`src/rtl/instr_fetch_unit.sv`:
```
// Fetch stage in front of a combinational instruction ROM. Fetched words are
// buffered with their PC in a 2-entry queue; redirects flush it and refetch.
module instr_fetch_unit #(
  parameter int DATA_WIDTH = 32,
  parameter int ADDR_WIDTH = 10,
  parameter int PC_WIDTH   = 32,
  parameter logic [PC_WIDTH-1:0] RESET_PC = '0
) (
  input  logic                  i_clock,
  input  logic                  i_reset,
  output logic [ADDR_WIDTH-1:0] o_rom_addr,
  input  logic [DATA_WIDTH-1:0] i_rom_rdata,
  input  logic                  i_redirect,
  input  logic [PC_WIDTH-1:0]   i_redirect_pc,
  output logic                  o_valid,
  input  logic                  i_ready,
  output logic [DATA_WIDTH-1:0] o_inst,
  output logic [PC_WIDTH-1:0]   o_pc,
  output logic                  o_fault
);

  typedef enum logic {MODE_RUN, MODE_HALT} mode_t;

  mode_t                 r_mode;
  logic [PC_WIDTH-1:0]   r_fetch_pc;
  logic                  r_fault_pend;
  logic [PC_WIDTH-1:0]   r_fault_pc;
  logic                  r_head;
  logic [1:0]            r_count;
  logic [PC_WIDTH-1:0]   r_ent_pc    [2];
  logic [DATA_WIDTH-1:0] r_ent_inst  [2];
  logic                  r_ent_fault [2];

  mode_t                 w_mode_next;
  logic [PC_WIDTH-1:0]   w_fetch_pc_next;
  logic                  w_fault_pend_next;
  logic [PC_WIDTH-1:0]   w_fault_pc_next;
  logic                  w_head_next;
  logic [1:0]            w_count_next;
  logic                  w_pop;
  logic                  w_push;
  logic [PC_WIDTH-1:0]   w_push_pc;
  logic [DATA_WIDTH-1:0] w_push_inst;
  logic                  w_push_fault;
  logic                  w_tail;

  assign o_rom_addr = r_fetch_pc[ADDR_WIDTH+1:2];
  assign o_valid    = (r_count != 2'd0);
  assign o_pc       = r_ent_pc[r_head];
  assign o_inst     = r_ent_inst[r_head];
  assign o_fault    = r_ent_fault[r_head];
  // With count = 2 the tail wraps onto the head slot, which is being popped.
  assign w_tail     = r_head ^ r_count[0];

  always_comb begin
    w_mode_next       = r_mode;
    w_fetch_pc_next   = r_fetch_pc;
    w_fault_pend_next = r_fault_pend;
    w_fault_pc_next   = r_fault_pc;
    w_head_next       = r_head;
    w_count_next      = r_count;
    w_pop             = 1'b0;
    w_push            = 1'b0;
    w_push_pc         = r_fetch_pc;
    w_push_inst       = i_rom_rdata;
    w_push_fault      = 1'b0;
    if (i_redirect) begin
      w_count_next = 2'd0;
      w_head_next  = 1'b0;
      if (i_redirect_pc[1:0] == 2'b00) begin
        w_fetch_pc_next   = i_redirect_pc;
        w_mode_next       = MODE_RUN;
        w_fault_pend_next = 1'b0;
      end else begin
        w_mode_next       = MODE_HALT;
        w_fault_pend_next = 1'b1;
        w_fault_pc_next   = i_redirect_pc;
      end
    end else begin
      w_pop = o_valid && i_ready;
      if (r_fault_pend) begin
        // Queue was flushed by the redirect, so the marker always has room.
        w_push            = 1'b1;
        w_push_pc         = r_fault_pc;
        w_push_inst       = '0;
        w_push_fault      = 1'b1;
        w_fault_pend_next = 1'b0;
      end else if (r_mode == MODE_RUN && (r_count != 2'd2 || w_pop)) begin
        w_push          = 1'b1;
        w_fetch_pc_next = r_fetch_pc + PC_WIDTH'(4);
      end
      if (w_pop) begin
        w_head_next = ~r_head;
      end
      w_count_next = r_count + {1'b0, w_push} - {1'b0, w_pop};
    end
  end

  always_ff @(posedge i_clock or negedge i_reset) begin
    if (!i_reset) begin
      r_mode       <= MODE_RUN;
      r_fetch_pc   <= RESET_PC;
      r_fault_pend <= 1'b0;
      r_fault_pc   <= '0;
      r_head       <= 1'b0;
      r_count      <= 2'd0;
    end else begin
      r_mode       <= w_mode_next;
      r_fetch_pc   <= w_fetch_pc_next;
      r_fault_pend <= w_fault_pend_next;
      r_fault_pc   <= w_fault_pc_next;
      r_head       <= w_head_next;
      r_count      <= w_count_next;
    end
  end

  for (genvar gi = 0; gi < 2; gi++) begin : g_ent
    always_ff @(posedge i_clock or negedge i_reset) begin
      if (!i_reset) begin
        r_ent_pc[gi]    <= '0;
        r_ent_inst[gi]  <= '0;
        r_ent_fault[gi] <= 1'b0;
      end else if (w_push && (w_tail == 1'(gi))) begin
        r_ent_pc[gi]    <= w_push_pc;
        r_ent_inst[gi]  <= w_push_inst;
        r_ent_fault[gi] <= w_push_fault;
      end
    end
  end

endmodule

```
`config.mk`:
```
export PLATFORM = sky130hd
export DESIGN_NAME = instr_fetch_unit
export DESIGN_NICKNAME = d
export VERILOG_FILES = /design/src/rtl/instr_fetch_unit.sv
export SDC_FILE = /design/constraint.sdc
export NUM_CORES = 1
export LEC_CHECK = 0
export CAP_MARGIN = 30
export CORE_MARGIN = 3
export CORE_UTILIZATION = 55
export CTS_CLUSTER_DIAMETER = 50
export DETAILED_ROUTE_END_ITERATION = 8
export PLACE_DENSITY_LB_ADDON = 0.1
export SLEW_MARGIN = 10
export SYNTH_ARGS = -nofsm -noshare
export SYNTH_HDL_FRONTEND = slang
export SYNTH_SLANG_ARGS = --single-unit
```
`constraint.sdc`:
```
create_clock -name i_clock -period 2.4 [get_ports i_clock]
set_input_delay 0.48 -clock i_clock [delete_from_list [all_inputs] [get_ports i_clock]]
set_output_delay 0.48 -clock i_clock [all_outputs]
set_load 0.005 [all_outputs]
```
==> run summary, run 1 <==
The run finished, with violations left. The checks that failed: setup timing. The net count of the finished layout is 988. The antenna cell count is 0. The number of max-cap violations came out at 0.

The total standard cell area after synthesis came out at 9820 um^2. The sum of overflow across all layers after global routing came out at 0. The clock reaches the later pin of the worst-skew pair after 430 ps. The min-delay analysis places its worst path in the category input port to asynchronous set/reset pin. VDD sags by at most between 0.0005 and 0.0006 V. The worst setup slack after placement is -124 ps. The fmax came out at 414 MHz.

CTS built an H-tree with a depth of 4. Input and output buffers added on the ports amount to roughly 140. The largest area contributor in the netlist is sky130_fd_sc_hd__dfrtp_1. The post-synthesis cell count came out at 771. The total count of hold-check failures in the final report came out at 0.

The vias after detailed routing came out at 6686. The number of iterations in the first detailed-routing pass is 6. Across all setup checks in the final design, the least slack found is -15.5 ps.

At the end of routability-driven placement, the weighted congestion stood at 0.803. The class of the most critical setup path is register to output port. The synthesis-to-layout area growth is 25.1%. Setup repair after global routing could not meet its margin everywhere.

The proportion of layout cells with a drive suffix above 1 is 35.9%. The number of enable flip-flop cells after synthesis came out at 0. Sorting the synthesized cells by area gives the leading types as sky130_fd_sc_hd__dfrtp_1 51%, sky130_fd_sc_hd__mux2_2 26%, sky130_fd_sc_hd__mux2_1 2.9%. The number of ports placed on the die boundary is 144. The area fraction of the dominant cell type after synthesis came out at 50.7%.

The area taken by flip-flops and latches is approximately 5000 um^2. The clock passes through at most 2 buffers. The static leakage power came out at 5.48 nW.

The transition at the pin with the smallest max-transition slack came out at between 600 and 700 ps. Yosys mapped the design onto 64 distinct sky130hd cell types. The vertical die dimension is 140 um.

The proportion of register bits with asynchronous set or reset after synthesis is 100%. For this run, the leading register cell type out of synthesis is sky130_fd_sc_hd__dfrtp_1. The count of filler cells inserted in the layout came out at 1208. After detailed routing, the number of vias per cell comes to around 5.8.

The part of the Yosys area used for sequential elements is 50.7%. The instance area at placement is 11500 um^2. The remaining max-slew budget at the tightest pin came out at roughly three fifths. The root buffer cell chosen for the clock tree is sky130_fd_sc_hd__clkbuf_16. The floorplan step set the die width to 140 um. The clock skew came out at 7.78 ps. The largest net degree at the start of global routing came out at 66.

The library cell used most frequently in the layout, excluding fill and tap cells, is sky130_fd_sc_hd__mux2_2. The number of global-route vias before repair is 7113. The required time at the worst-slack endpoint came out at 1920 ps. After synthesis, the mean cell area works out to roughly 13 um^2.

The initial antenna violation count is 0. The finished layout cell area is 12300 um^2. The number of buffers added by the clock tree synthesis step came out at 17. The number of pins exceeding their max-slew limit in the final report was 0. The die covers 19500 um^2.

Data on the critical path arrives at its endpoint at roughly 1900 ps. The number of rows in the core area came out at 48. The flip-flop and latch count after synthesis came out at approximately 200.

The final period demand of the worst path is 2420 ps. For this run, the total global-route usage over all layers was measured as between 20% and 30%. Once the floorplan was initialized, standard cells occupied 56.6% of the core.

In the layout the commonest cells are 228 x sky130_fd_sc_hd__mux2_2, 198 x sky130_fd_sc_hd__dfrtp_1, 83 x sky130_fd_sc_hd__clkdlybuf4s50_1, 34 x sky130_fd_sc_hd__a21oi_1. The HPWL after detailed placement is 15.3 mm. The number of nets in the synthesized netlist is about 840. After clock tree synthesis, the clock-pin slew on the worst setup and hold paths is 70 ps. The area occupied by multi-input gates came out at between 4000 and 5000 um^2. Wires add up to 22.7 mm.

The count of yosys warnings during synthesis came out at 0. The total power per unit cell area came out at 1090 nW/um^2. The routed wirelength normalized by instance count is 19.6 um. STA classifies the critical path endpoint as an output port. The category of the worst setup path launch point is a register. Clock tree synthesis found a total of slightly below 200 sinks. The count of hold-fix buffers inserted at cts is 0.

The final antenna-violating net count is 0. Along the worst path, the maximum fanout reaches 22. Of the available clock period, the critical path in the final layout requires 101%.

Setup violations remaining at the end of the flow were counted as 5. The CTS tree is done. After the first detailed-routing iteration, the DRC count stood at 431. The first global-routing pass estimated approximately 37 mm of wire.

The number of remaining DRC errors came out at 0. The area of the core came out at about 17000 um^2.
==> synth_stat cells (all sizes together) (4+ instances only) <==
| cell | count |
|---|---|
| nand2 | 34 |
| buf | 42 |
| nor4 | 6 |
| a31o | 4 |
| a22oi | 5 |
| nor2 | 22 |
| nand3 | 10 |
| nand4 | 7 |
| inv | 6 |
| mux2 | 253 |
| nor3 | 10 |
| clkbuf | 19 |
| dfrtp | 199 |
| o21ai | 29 |
| o22ai | 4 |
| mux2i | 4 |
| nor2b | 34 |
| a21oi | 34 |
| and2 | 7 |
==> area by class of cell <==
cell class              instances  area share [%]
clock buffers                  21            3.67
clock inverters                11           0.825
inverters                       6           0.183
multi-input cells             505            36.1
flip-flops and latches        199            40.5
well taps                     225            2.29
repair buffers                188            16.4
==> sequential cells by signal (all words and copies together) (netlist names) <==
signal,cells
r_ent_inst,64
r_ent_pc,64
r_mode,1
r_fetch_pc,32
r_fault_pc,32
r_head,1
r_count,2
r_fault_pend,1
r_ent_fault,2
==> routing by layer <==
metal  routed length, um  track usage (%)  vias to the layer above
met5                   0                0                        -
met3                1090             4.16                       27
met1                9950             31.4                     3401
met2               11300             39.1                      199
li1                    -                -                     3059
met4                 315             6.37                        0
==> critical path: stages (launching register included) <==
cell                              delay (ps)
sky130_fd_sc_hd__dfrtp_2                 460
sky130_fd_sc_hd__buf_12                  220
sky130_fd_sc_hd__mux2_2                  360
sky130_fd_sc_hd__clkdlybuf4s50_1         440
==> worst paths after layout <==
path | slack (ps) | cells after the start | startpoint | to
max | -20 | 3 | r_head | o_pc[11]
min reg2reg | 490 | 1 | r_ent_pc[26] | r_ent_pc[26]
min | 50 | 1 | i_reset | r_fetch_pc[27]
min in group i_clock | 440 | 2 | i_redirect | r_count[0]
max in group asynchronous | 1650 | 2 | i_reset | r_ent_pc[46]
max reg2reg | 280 | 6 | r_fetch_pc[2] | r_fetch_pc[26]
==> per-stage QoR <==
step | util (%) | setup TNS (ps) | hold slack, ps | instances | total power (W)
after CTS | 69.9 | -1300 | 66.4 | 1149 | 0.0136
after floorplan | - | 0 | 184 | 771 | 0.00835
after global placement | 66.5 | -30.8 | 461 | 1110 | 0.0107
after detailed placement | 66.5 | -7310 | 472 | 1110 | 0.0109
final | 70.8 | -57.5 | 49.4 | 1155 | 0.0134
after global routing | 70.8 | -739 | 82.2 | 1155 | 0.0142
==> report_power, final <==
part	switching (W)	internal, W
Sequential	0.000785	0.00464
Clock	0.00125	0.00146
Combinational	0.00199	0.00331
Total	0.00403	0.00941
==> logic make-up after synthesis <==
logic type	after synthesis	synth area share, %
mux	257	29.4
flops	199	50.7
simple gates	141	8.25
compound gates	99	6.32
buf+inv	67	4.46
xor+xnor	5	0.446
fa+ha+maj	3	0.382
==> timing repair <==
| action | in CTS | in global routing |
|---|---|---|
| cloned | 1 | 0 |
| pin swaps | 0 | 0 |
| setup endpoints to repair | 60 | 40 |
| gates resized for setup | 27 | 40 |
| setup buffers | 6 | 6 |
(Power assumes the default switching activity.)
==> inputs of run 2 (changes only) <==
- CORE_ASPECT_RATIO: not set -> 1.4
==> run summary, run 2 (synthesized netlist as in run 1, its figures left out) <==
The fraction of the cycle the final worst path needs came out at 101% (about the same). The vias after detailed routing came to 6560 (was 6686). The number of max-cap violations is 0 (unchanged). The total count of hold-check failures in the final report was 0 (unchanged). The largest net degree at the start of global routing came out at 66 (unchanged).

The antenna cell count came to 0 (unchanged). The initial core utilization came out at 56.2% (was 56.6%). The number of nets in the layout came out at 990 (was 988). The clock net sink count came out at 199 (unchanged).

The maximum ir drop on the vdd rail came out at 0.000578 V (was 0.000582 V). The number of iterations in the first detailed-routing pass came out at 5 (was 6). The routed wirelength normalized by instance count is 18.8 um (was 19.6 um). The class of the most critical setup path was register to output port (unchanged).

The worst path arrival time is 1940 ps (about the same). The count of hold-fix buffers inserted at cts came out at 0 (unchanged). Commonest cells after routing, fill and taps aside: 227 x sky130_fd_sc_hd__mux2_2, 198 x sky130_fd_sc_hd__dfrtp_1, 87 x sky130_fd_sc_hd__clkdlybuf4s50_1, 35 x sky130_fd_sc_hd__buf_4, 34 x sky130_fd_sc_hd__a21oi_1 (was 228 x sky130_fd_sc_hd__mux2_2, 198 x sky130_fd_sc_hd__dfrtp_1, 83 x sky130_fd_sc_hd__clkdlybuf4s50_1, 34 x sky130_fd_sc_hd__a21oi_1). The clock latency of the later-clocked register in the worst-skew pair came out at 420 ps (was 430 ps).

The total power draw came to 0.0135 W (was 0.0134 W). The number of rows in the core area came out at 57 (was 48). The required time at the worst-slack endpoint is 1920 ps (about the same). The setup TNS was -36.5 ps (was -57.5 ps).

The fmax came out at 414 MHz (about the same). The buffer cell driving the clock tree root is sky130_fd_sc_hd__clkbuf_16 (unchanged). The number of vias per cell after detailed routing came out at 5.62 (was 5.79). The CTS tree was done (unchanged).

The capturing element type of the critical path is an output port (unchanged). The number of ports placed on the die boundary is 144 (unchanged). The clock skew is 8.11 ps (was 7.78 ps). The transition at the pin with the smallest max-transition slack came out at 662 ps (was 624 ps). Run status: finished with violations (unchanged).

The number of port buffers came to 143 (unchanged). The final standard cell utilization of the core came to 70.5% (was 70.8%). The routability-driven placement congestion ratio was 0.828 (was 0.803). The path type of the worst min-delay path is input port to asynchronous set/reset pin (unchanged).

The iteration-0 DRC count of the detailed router came out at 355 (was 431). The overall routed net length is 22.0 mm (was 22.7 mm). The number of remaining DRC errors came out at 0 (unchanged). The number of buffers added by the clock tree synthesis step came out at 17 (unchanged). The largest fanout on the critical path came out at 10 (was 22). The half-perimeter wire length after detailed placement is 14.9 mm (was 15.3 mm).

The most common cell after layout, fill and taps aside is sky130_fd_sc_hd__mux2_2 (unchanged). The first-pass GRT wire length is 35.3 mm (was 36.7 mm). The vertical die dimension came out at 164 um (was 140 um). The total power per unit cell area is 1100 nW/um^2 (was 1090 nW/um^2). The static leakage power is 5.46 nW (was 5.48 nW). The synthesis-to-layout area growth is 25.5% (was 25.1%). The setup-violating endpoint count in the final report is 6 (was 5). Violations in the final reports: setup timing (unchanged).

The number of global-route vias before repair came to 7012 (was 7113). The worst hold slack came out at 49.4 ps (about the same). The overall global routing resource usage is 22.7% (was 23.3%). The H-tree depth came to 4 (unchanged). The initial antenna violation count came out at 0 (unchanged). The proportion of layout cells with a drive suffix above 1 came out at 36.2% (was 35.9%). The category of the worst setup path launch point is a register (unchanged). The sum of overflow across all layers after global routing came to 0 (unchanged). The worst setup margin came out at -15.7 ps (was -15.5 ps).

The number of pins exceeding their max-slew limit in the final report came out at 0 (unchanged). Unrepaired setup endpoints after global routing: yes (unchanged). The post-CTS clock slew at the launch and capture registers of the worst setup and hold paths is 70 ps (about the same). The area of the core came out at 17500 um^2 (was 17400 um^2). The remaining max-slew budget at the tightest pin is 55.5% (was 58.3%). The final antenna-violating net count came out at 0 (unchanged). The die span in x came out at 119 um (was 140 um). The final period demand of the worst path came out at 2420 ps (about the same).

The worst setup slack after placement came out at -78.6 ps (was -124 ps). The area of the die was 19500 um^2 (about the same). The deepest clock path buffer count is 2 (unchanged). Biggest regs: r_ent_inst: 64 flops, r_ent_pc: 64 flops (unchanged).
run 2: per-layer routing:
layer / vias up / wire [um] / track usage (%)
met5: - / 0 / 0
met4: 0 / 293 / 7.01
met3: 26 / 794 / 4.89
met1: 3299 / 9130 / 27.2
li1: 3069 / - / -
met2: 166 / 11800 / 40.9
run 2: worst paths after layout:
kind	startpoint	endpoint	slack, ps	cells after the start
setup / recovery	r_head	o_inst[7]	-20	4
hold / removal	i_reset	r_ent_inst[33]	50	1
setup reg to reg	r_fetch_pc[3]	r_fetch_pc[30]	260	6
hold reg to reg	r_fault_pc[1]	r_fault_pc[1]	480	2
max in group asynchronous	i_reset	r_fetch_pc[6]	1620	2
min in group i_clock	i_redirect	r_fault_pc[1]	460	3
run 2: metrics by stage:
stage / cell area, um^2 / instances
after floorplan: 9820 / 771
after global placement: 11500 / 1125
after detailed placement: 11500 / 1125
after CTS: 12100 / 1157
after global routing: 12300 / 1168
final: 12300 / 1168
run 2: final cells by class:
class                      count  area (um^2)
fill                        1232         5150
multi-input combinational    505         4440
tap                          236          295
sequential                   199         4980
timing repair buffer         190         1990
clock inverter                12          150
clock buffer                  20          447
inverter                       6         22.5
run 2: repair_timing:
action,4_1_cts,5_1_grt
buffers inserted,0,8
cloned,0,3
pin swaps,0,1
gates resized for setup,30,31
setup endpoints to repair,43,41
run 2: worst max-delay path, cell delays in order (launching register included):
cell and delay [ps]:
sky130_fd_sc_hd__dfrtp_2 430, sky130_fd_sc_hd__buf_4 150, sky130_fd_sc_hd__clkbuf_16 150, sky130_fd_sc_hd__mux2_2 340, sky130_fd_sc_hd__clkdlybuf4s50_1 450
run 2: power by group:
group,switching (W),internal (W),leakage [nW],total (W)
logic,0.00191,0.00327,2.79,0.00519
clock network,0.00123,0.00167,0.287,0.00290
registers,0.000781,0.00464,2.38,0.00542
==> inputs of run 3 (changes only) <==
- CAP_MARGIN: 30 -> 40
==> results of run 3 <==
Same layout as run 2: the final DEF is identical, and so are final timing and power.
